File: config.mk
export PLATFORM = sky130hd
export DESIGN_NAME = keypad_scanner
export DESIGN_NICKNAME = d
export VERILOG_FILES = /design/src/rtl/keypad_pkg.sv /design/src/rtl/row_synchronizer.sv /design/src/rtl/keypad_scanner.sv
export SDC_FILE = /design/constraint.sdc
export NUM_CORES = 1
export LEC_CHECK = 0
export ABC_AREA = 1
export CORE_ASPECT_RATIO = 1.5
export CORE_MARGIN = 2
export CORE_UTILIZATION = 60
export CTS_CLUSTER_SIZE = 12
export DETAILED_ROUTE_END_ITERATION = 8
export DONT_BUFFER_PORTS = 1
export HOLD_SLACK_MARGIN = 0.08
export PLACE_DENSITY = 0.76
export REMOVE_ABC_BUFFERS = 1
export SETUP_SLACK_MARGIN = 0.05
export SLEW_MARGIN = 20
export SYNTH_ARGS = -nofsm -noshare
export SYNTH_HDL_FRONTEND = slang
export SYNTH_SLANG_ARGS = --single-unit
File: constraint.sdc
create_clock -name clk -period 2.2 [get_ports clk]
set_input_delay 0.33 -clock clk [delete_from_list [all_inputs] [get_ports clk]]
set_output_delay 0.33 -clock clk [all_outputs]
set_load 0.01 [all_outputs]
File: src/rtl/keypad_pkg.sv
// Shared types, key map and column-drive helpers for the 4x4 keypad scanner and its
// downstream debouncer.
package keypad_pkg;

    localparam int unsigned KEY_W = 4;

    typedef logic [1:0] col_idx_t;
    typedef logic [1:0] row_idx_t;

    typedef enum logic {
        SCAN,
        HOLD
    } scan_state_t;

    // Indexed KEY_MAP[row][col].
    localparam logic [KEY_W-1:0] KEY_MAP [4][4] = '{
        '{4'h1, 4'h2, 4'h3, 4'hA},
        '{4'h4, 4'h5, 4'h6, 4'hB},
        '{4'h7, 4'h8, 4'h9, 4'hC},
        '{4'hE, 4'h0, 4'hF, 4'hD}
    };

    function automatic logic [3:0] col_drive(col_idx_t col);
        logic [3:0] onehot;
        onehot = 4'b0001 << col;
        return ~onehot;
    endfunction

    // Row pattern seen when exactly the given row is pulled low.
    function automatic logic [3:0] row_pattern(row_idx_t row);
        logic [3:0] onehot;
        onehot = 4'b0001 << row;
        return ~onehot;
    endfunction

endpackage

File: src/rtl/row_synchronizer.sv
// Two-flop synchronizer for the asynchronous keypad row lines; resets to all rows idle (high).
// Only instantiated when KEYPAD_SCANNER_SYNC_EN is defined.
module row_synchronizer (
    input  logic       clk,
    input  logic       reset,
    input  logic [3:0] row_async,
    output logic [3:0] row_sync
);

    logic [3:0] meta_q;
    logic [3:0] sync_q;

    always_ff @(posedge clk) begin
        if (reset) begin
            meta_q <= 4'b1111;
            sync_q <= 4'b1111;
        end else begin
            meta_q <= row_async;
            sync_q <= meta_q;
        end
    end

    assign row_sync = sync_q;

endmodule

File: src/rtl/keypad_scanner.sv
// 4x4 keypad scanner: walks an active-low column, detects a single pressed key and freezes on it.
// Define KEYPAD_SCANNER_SYNC_EN to add a two-flop synchronizer on row_in.
module keypad_scanner
    import keypad_pkg::*;
#(
    parameter int unsigned SETTLE_CYCLES = 48000
) (
    input  logic             clk,
    input  logic             reset,
    input  logic [3:0]       row_in,
    output logic [3:0]       col_out,
    output logic [KEY_W-1:0] key_code,
    output logic             key_pressed
);

    localparam int unsigned CNT_W = (SETTLE_CYCLES > 1) ? $clog2(SETTLE_CYCLES) : 1;
    localparam logic [CNT_W-1:0] CNT_MAX = CNT_W'(SETTLE_CYCLES - 1);

    if (SETTLE_CYCLES < 2) begin : g_bad_settle
        $error("keypad_scanner: SETTLE_CYCLES must be at least 2");
    end

    logic [3:0] row_s;

`ifdef KEYPAD_SCANNER_SYNC_EN
    row_synchronizer u_row_sync (
        .clk       (clk),
        .reset     (reset),
        .row_async (row_in),
        .row_sync  (row_s)
    );
`else
    assign row_s = row_in;
`endif

    scan_state_t      state_q, state_d;
    col_idx_t         col_q, col_d;
    row_idx_t         row_idx_q, row_idx_d;
    logic [CNT_W-1:0] cnt_q, cnt_d;
    logic [KEY_W-1:0] code_q, code_d;
    logic             pressed_q, pressed_d;

    // Single-low decode; zero or several low rows are treated as no key.
    logic     single_low;
    row_idx_t hit_row;

    always_comb begin
        single_low = 1'b0;
        hit_row    = 2'd0;
        case (row_s)
            4'b1110: begin single_low = 1'b1; hit_row = 2'd0; end
            4'b1101: begin single_low = 1'b1; hit_row = 2'd1; end
            4'b1011: begin single_low = 1'b1; hit_row = 2'd2; end
            4'b0111: begin single_low = 1'b1; hit_row = 2'd3; end
            default: begin single_low = 1'b0; hit_row = 2'd0; end
        endcase
    end

    always_comb begin
        state_d   = state_q;
        col_d     = col_q;
        row_idx_d = row_idx_q;
        cnt_d     = cnt_q;
        code_d    = code_q;
        pressed_d = pressed_q;

        unique case (state_q)
            SCAN: begin
                if (cnt_q == CNT_MAX) begin
                    cnt_d = '0;
                    if (single_low) begin
                        state_d   = HOLD;
                        row_idx_d = hit_row;
                        code_d    = KEY_MAP[hit_row][col_q];
                        pressed_d = 1'b1;
                    end else begin
                        col_d = col_q + 2'd1;
                    end
                end else begin
                    cnt_d = cnt_q + 1'b1;
                end
            end
            HOLD: begin
                // Release and a second key in the same column both break the pattern.
                if (row_s != row_pattern(row_idx_q)) begin
                    state_d   = SCAN;
                    pressed_d = 1'b0;
                    cnt_d     = '0;
                    col_d     = col_q + 2'd1;
                end
            end
            default: begin
                state_d = SCAN;
            end
        endcase
    end

    always_ff @(posedge clk) begin
        if (reset) begin
            state_q   <= SCAN;
            col_q     <= 2'd0;
            row_idx_q <= 2'd0;
            cnt_q     <= '0;
            code_q    <= '0;
            pressed_q <= 1'b0;
        end else begin
            state_q   <= state_d;
            col_q     <= col_d;
            row_idx_q <= row_idx_d;
            cnt_q     <= cnt_d;
            code_q    <= code_d;
            pressed_q <= pressed_d;
        end
    end

    assign col_out     = col_drive(col_q);
    assign key_code    = code_q;
    assign key_pressed = pressed_q;

endmodule

---- Yosys cells after proc, flatten, opt, wreduce, memory -nomap -nowiden ----
Index checks and enable logic that the tools add are counted.
word-level totals
  output and inout port bits .............. 9
  input port bits ......................... 6
  register bits ........................... 26
  logic and storage cells ................. 54
operators by class
  shift operators ......................... 2
  multiplexer cells ....................... 23
  bitwise logic cells ..................... 5
  order comparisons ....................... 2
  reductions and logical operators ........ 4
  add/subtract/negate cells ............... 2
  equality and inequality tests ........... 10
operator list
  kind                                             number
  2-to-1 mux 16 bit                                4
  binary-select mux 16 bit (select 2 bit)          1
  case mux 16 bit (2 select lines)                 1
  adder 16 x 1 -> 16 bit, second input constant    1
  == test 16 bit, second input constant            1
  == test 4 bit, second input constant             3
  AND reduction 3 bit                              3
  binary-select mux 4 bit (select 2 bit)           1
  2-to-1 mux 4 bit                                 2
  NOT 4 bit                                        2
  << shifter 1 x 2 -> 4 bit, first input constant  2
  2-to-1 mux 1 bit                                 7
  >= comparator 3 bit, second input constant       2
  2-to-1 mux 2 bit                                 3
  != test 2 bit, second input constant             3
  NOT 2 -> 3 bit                                   2
  case mux 2 bit (3 select lines)                  1
  == test 4 x 3 -> 1 bit, second input constant    1
  != test 4 bit                                    1
  case mux 1 bit (2 select lines)                  2
  case mux 2 bit (2 select lines)                  1
  OR reduction 4 bit                               1
  adder 2 x 1 -> 2 bit, second input constant      1
  != test 2 x 1 -> 1 bit, second input constant    1
  NOT 1 bit                                        1

---- Logic depth before layout (Yosys ltp) ----
Gate-level depths: netlist of the first run.
  depth in word-level cells ............... 9
  mapped depth ............................ 11
  depth with buffers taken out ............ 10

---- Least setup slack after synthesis of the first run ----
OpenSTA, ideal clock, no wires.
  path type ............................... reg-to-reg
  start point ............................. reg cnt_q[0]
  end point ............................... reg row_idx_q[1]
  library setup time ...................... 0.113 ns
  slack ................................... 0.798 ns
  clock period less this slack ............ 1.402 ns
  arrival ................................. 1.289 ns
  path buffers ............................ 1
  cell stages (with the launch flop) ...... 10
  data required time ...................... 2.087 ns
  cells stage by stage .................... dfxtp_1 > ha_1 > nand2_1 > nor2_4 > nand3_2 > nor2_2 > nand3_2 > buf_6 > o21ai_1 > nor2_1
between the ends
  word-level cells in the longest chain between the ends .. 2
ends and longest elaborated chain
  element                        RTL line               RTL
  start: declaration             keypad_scanner.sv:39   logic [CNT_W-1:0] cnt_q, cnt_d;
  start signal: assignment       keypad_scanner.sv:110  cnt_q <= cnt_d;
  == test 16 bit                 keypad_scanner.sv:69   if (cnt_q == CNT_MAX) begin
  AND reduction 3 bit (no line)  --
  end signal: assignment         keypad_scanner.sv:109  row_idx_q <= row_idx_d;
  end: declaration               keypad_scanner.sv:38   row_idx_t row_idx_q, row_idx_d;
No other way between the ends.
A chain may end at the register's enable or synchronous reset.

---- Worst setup path in the final report of the first run ----
  start point ............................. reg col_q[0]
  end point ............................... out col_out[2]
between the ends
  word-level cells in the longest chain between the ends .. 2
ends and longest elaborated chain
  element                    RTL line               RTL
  start: declaration         keypad_scanner.sv:37   col_idx_t col_q, col_d;
  start signal: assignment   keypad_scanner.sv:108  col_q <= col_d;
  << shifter 1 x 2 -> 4 bit  keypad_pkg.sv:25       onehot = 4'b0001 << col;
  NOT 4 bit                  keypad_pkg.sv:26       return ~onehot;
  end: declaration           keypad_scanner.sv:11   output logic [3:0] col_out,
No other way between the ends.

==> impl_metrics.toml, run 1 <==
[run_status]
run_status = "completed"

[sta]
setup_slack_ps = 406
fin_worst_skew_ps = 5.85
drv_slew = 0
worst_pin_slew_ps = 430
fin_hold_ws_ps = 115
relSlewSlack = 0.713
tns_ps = 0
max_clock_freq_mhz = 557
finalSetupViolations = 0
period_needed_ps = 1790
period_share = 0.816
rsz0062_at_grt = "no"
finalHoldViolCount = 0

[cells_and_area]
mostFrequentLayoutCell = "nand2_1"
drive_above_1_share = 0.0645
final_cell_mix = "nand2_1, inv_1, nor2_1"
area_delta_synth_final_pct = 4.54
num-nets-final = 291
fill_cells = 280
diodes = 0

[critical_path]
cp.arrival_ps = 1460
critPathKind = "flop to output pin"
crit_required_ps = 1870
critPathLaunchType = "flop"
end_kind = "output pin"
path_max_fanout = 10
slowest_stage = "dfxtp_1"
max_stage_delay_ps = 500
crit_chain = "clkinv_1 -> ha_1 -> inv_1"

[synth]
ys_warn_count = 0
async_reset_ff_frac = 0
synth_cells = 279
synth_cell_types = 26
synth_area_um2 = 1680
synth_seq_cells = 26
ys.flop_type = "dfxtp_1"
synth_edf_count = 0
ys_seq_area_frac = 0.309
postSynthAreaPerCell_um2 = 6.03

[route]
drtIter0Drc = 53
dr.pass1.iters = 4
drc = 0
vias = 1638
wire_per_inst_um = 11.4
vias_per_cell = 5.18
wl_um = 3600
ant_nets = 0

[clocking]
cts_hold_buf = 0
cts_tree = "done"
cts_max_level = 1
cts_buffers = 3
clock-sinks = 26
path_clk_slew_ps = 90
cts_setup_buffers = 0
clock_latency_ps = 270
cts-root-buf = "clkbuf_8"
post_cts_resize_count = 0
cts_buffer_depth = 2

[die]
die_w_um = 47.2
dieArea_um2 = 3250
initial_core_util = 0.629
dieHeight_um = 68.9
core_um2 = 2680
io_pins = 15
rows = 23

[hold_path]
hold_path_class = "input pin to flop"

[global_route]
grt_pass1_vias = 1383
grt_overflow_total = 0
grt_max_degree = 15
grt_pass1_wl_um = 5740
antenna_found_initial = 0
track_usage = 0.242

[flow_run]
cap_violations = 0

[power_and_ir_drop]
internal_power_mw = 0.650
powerDensity_nw_per_um2 = 471
p_total_mw = 0.829
swShare = 0.216
combPwrFrac = 0.051
max-vdd-ir-drop_mv = 0.310
switching_power_mw = 0.179
power.leakage_nw = 0.805
clkPwrFrac = 0.371
pwr-share-seq = 0.578

[place]
gp_congestion = 0.910
io_buffers = 0
pre_cts_ws_ps = 621
dp_hpwl_um = 2790
[flip-flops by register name, summed over array words and instances, names as in the netlist]
name	cells
cnt_q	16
key_code	4
col_q	2
row_idx_q	2
key_pressed	1
state_q	1
[power groups by stage]
stage | Sequential, mW | Combinational [mW] | Clock [mW]
after floorplan | 0.489 | 0.0341 | 0
after global placement | 0.490 | 0.0417 | 0
after detailed placement | 0.490 | 0.0425 | 0
after CTS | 0.479 | 0.0428 | 0.317
after global routing | 0.480 | 0.0491 | 0.331
final | 0.479 | 0.0423 | 0.307
[synthesized netlist by cell type (3+ instances only)]
| library cell | n | share of area |
|---|---|---|
| dfxtp_1 | 26 | 0.31 |
| ha_1 | 5 | 0.037 |
| o21ai_0 | 10 | 0.030 |
| o21ai_1 | 3 | 0.0089 |
| nand3_1 | 23 | 0.068 |
| or2_2 | 3 | 0.011 |
| a21oi_1 | 21 | 0.062 |
| nand2_2 | 3 | 0.011 |
| nor2_1 | 38 | 0.085 |
| inv_1 | 43 | 0.096 |
| nor3_1 | 3 | 0.0089 |
| nand4_1 | 4 | 0.015 |
| nand2_1 | 77 | 0.17 |
[cells by family after synthesis]
family                   after synthesis  share of synthesized area
AO/OA/AOI/OAI                         39                      0.123
adder cells (fa/ha/maj)                5                     0.0372
buffers and inverters                 51                      0.124
flip-flops                            26                      0.309
AND/OR/NAND/NOR                      158                      0.406
[final cells by class]
class	count	area (µm²)	share of cell area
clock buffer	4	55.1	0.0313
tap	37	46.3	0.0263
multi-input combinational	202	953	0.542
inverter	45	169	0.0960
sequential	26	520	0.296
timing repair buffer	2	15.0	0.00853
[per-layer routing]
layer,global-route usage,up-vias,wire length (µm)
li1,-,869,-
met1,0.254,739,1520
met2,0.470,30,2000
met3,0.0234,0,82
met4,0.0799,0,0
met5,0,-,0
[per-stage QoR]
stage / util / cells / area [µm²]
6_report: 0.657 / 316 / 1760
5_1_grt: 0.657 / 316 / 1760
4_1_cts: 0.657 / 316 / 1760
3_5_place_dp: 0.637 / 312 / 1700
3_3_place_gp: 0.637 / 312 / 1700
2_1_floorplan: - / 273 / 1640
[worst max-delay path, delay by kind of cell, from the launching register on]
family | cells | cell delay [ps]
adders and majority gates | 1 | 300
DFF | 1 | 500
buffers and inverters | 2 | 410
[worst paths after layout]
| kind | from | endpoint | slack, ps | cells after the start |
|---|---|---|---|---|
| worst max register to register | cnt_q[0]$_SDFFE_PP0P_ | row_idx_q[1]$_SDFFE_PP0P_ | 630 | 8 |
| worst min register to register | cnt_q[9]$_SDFFE_PP0P_ | cnt_q[9]$_SDFFE_PP0P_ | 480 | 2 |
| worst min-delay path | reset | cnt_q[10]$_SDFFE_PP0P_ | 110 | 1 |
| worst max-delay path | col_q[0]$_SDFFE_PP0P_ | col_out[2] | 410 | 3 |
(Power assumes the default switching activity.)
==> run 2, diff against run 1 <==
==> constraint.sdc (replaced) <==
create_clock -name clk -period 1.67 [get_ports clk]
set_input_delay 0.2505 -clock clk [delete_from_list [all_inputs] [get_ports clk]]
set_output_delay 0.2505 -clock clk [all_outputs]
set_load 0.01 [all_outputs]
==> run 2 against run 1 <==
Effect of this change:
- count of clock-buffer cells in the layout stayed put
- combinational power rose by 47%
- critical path depth increased by 5
- via count up 3.1%
- cell count grew 1.3%
- global-route usage grew 1.0 points
- largest power group unchanged
- highest routed layer is now met4
==> impl_metrics.toml, run 2 (same netlist as run 1, synthesis figures left out) <==
[cells_and_area]
fill_cells = 279
final_cell_mix = "nand2_1, inv_1, nor2_1"
area_delta_synth_final_pct = 7.43
fin_area_um2 = 1810
mostFrequentLayoutCell = "nand2_1"
ff_latch_area_um2 = 522
multi_input_area_um2 = 976
diodes = 0
drive_above_1_share = 0.0777
num-nets-final = 295
largest_reg_flops = 16
top_register = "cnt_q"

[critical_path]
cp.arrival_ps = 1710
ff2ff_path_depth = 8
path_max_fanout = 6
r2r-start = "cnt_q[1]$_SDFFE_PP0P_"
reg2reg_slack_ps = 130
crit_required_ps = 1840
critPathLaunchType = "flop"
r2r_end = "row_idx_q[1]$_SDFFE_PP0P_"
end_kind = "flop"
critPathKind = "flop to flop"

[clocking]
cts_setup_buffers = 0
clock_latency_ps = 270
cts_buffers = 3
cts_buffer_depth = 2
path_clk_slew_ps = 90
cts_max_level = 1
cts-root-buf = "clkbuf_8"
cts_tree = "done"
clock-sinks = 26

[sta]
tns_ps = 0
drv_slew = 0
period_needed_ps = 1540
max_clock_freq_mhz = 650
relSlewSlack = 0.704
period_share = 0.921
rsz0062_at_grt = "no"
finalSetupViolations = 0
finalHoldViolCount = 0
worst_pin_slew_ps = 442
fin_worst_skew_ps = 1.83

[hold_path]
min_path_cells = 2
holdPathEnd = "cnt_q[0]$_SDFFE_PP0P_"
hold_path_class = "input pin to flop"
hold_start = "reset"

[route]
wl_um = 3830
drc = 0
vias_per_cell = 5.28
drtIter0Drc = 41
wire_per_inst_um = 12.0
ant_nets = 0
dr.pass1.iters = 4
vias = 1688

[place]
gp_congestion = 0.888
post_dp_cell_area_um2 = 1720
io_buffers = 0
dp_hpwl_um = 2750

[global_route]
antenna_found_initial = 0
grt_max_degree = 15
grt_overflow_total = 0
grt_pass1_vias = 1490
grt_pass1_wl_um = 5980
track_usage = 0.252

[power_and_ir_drop]
max-vdd-ir-drop_mv = 0.475
power.leakage_nw = 0.819
powerDensity_nw_per_um2 = 608

[run_status]
run_status = "completed"

[die]
dieArea_um2 = 3250
io_pins = 15
rows = 23
dieHeight_um = 68.9
core_um2 = 2680
initial_core_util = 0.629
die_w_um = 47.2

[flow_run]
cap_violations = 0
-- run 2: changes by cell type in the layout (fill, tap and decap cells not counted) --
cell / change
buf_4: +2
dfxtp_1: -1
dfxtp_2: +1
dlygate4sd3_1: +1
nor2_4: +1
nor2_2: -1
nand3_4: +1
-- run 2: worst max-delay path by stage --
stage | cells after the start | from | to | slack (ps)
2_1_floorplan | 8 | cnt_q[0]$_SDFFE_PP0P_ | row_idx_q[0]$_SDFFE_PP0P_ | 270
5_1_grt | 8 | cnt_q[1]$_SDFFE_PP0P_ | key_code[3]$_SDFFE_PP0P_ | 40
4_1_cts | 9 | cnt_q[0]$_SDFFE_PP0P_ | key_code[2]$_SDFFE_PP0P_ | 70
6_report | 8 | cnt_q[1]$_SDFFE_PP0P_ | row_idx_q[1]$_SDFFE_PP0P_ | 130
3_3_place_gp | 8 | cnt_q[0]$_SDFFE_PP0P_ | key_code[1]$_SDFFE_PP0P_ | 160
3_5_place_dp | 9 | cnt_q[0]$_SDFFE_PP0P_ | key_code[2]$_SDFFE_PP0P_ | 120
-- run 2: what timing repair did --
action                                  CTS  global route
endpoints found under the setup margin    0             6
hold buffers                              1             0
resized for setup                         0             3
endpoints found under the hold margin    10             0
-- run 2: final cells by class --
| type | count | area share |
|---|---|---|
| inverter | 45 | 0.0934 |
| timing repair buffer | 5 | 0.0221 |
| clock buffer | 4 | 0.0304 |
| sequential | 26 | 0.289 |
| tap | 37 | 0.0256 |
| multi-input combinational | 203 | 0.540 |
-- run 2: routing by layer --
layer / track usage / routed length (µm)
met4: 0.111 / 112
met5: 0 / 0
met3: 0.0260 / 110
met1: 0.263 / 1590
met2: 0.476 / 2020
-- run 2: per-stage QoR --
step / instances / total power, mW / utilization / worst slack, ps / hold WS, ps
global route: 320 / 1.13 / 0.676 / 38.4 / 113
detailed placement: 314 / 0.700 / 0.642 / 119 / 323
global placement: 314 / 0.699 / 0.642 / 163 / 322
CTS: 319 / 1.11 / 0.667 / 73.4 / 120
finish: 320 / 1.10 / 0.676 / 132 / 116
floorplan: 273 / 0.689 / - / 274 / 320
-- run 2: where the power goes --
group | internal, mW | switching [mW]
Combinational | 0.0217 | 0.0404
Sequential | 0.626 | 0.00559
Clock | 0.211 | 0.196
Total | 0.858 | 0.242
-- run 2: worst max-delay path, stage by stage, from the launching register on --
cell     delay, ps
dfxtp_1        370
ha_1           190
nand2_1        110
nor2_4         110
nand3_2        120
nor2_4         180
nand3_2        150
o21ai_1        150
nor2_1          50
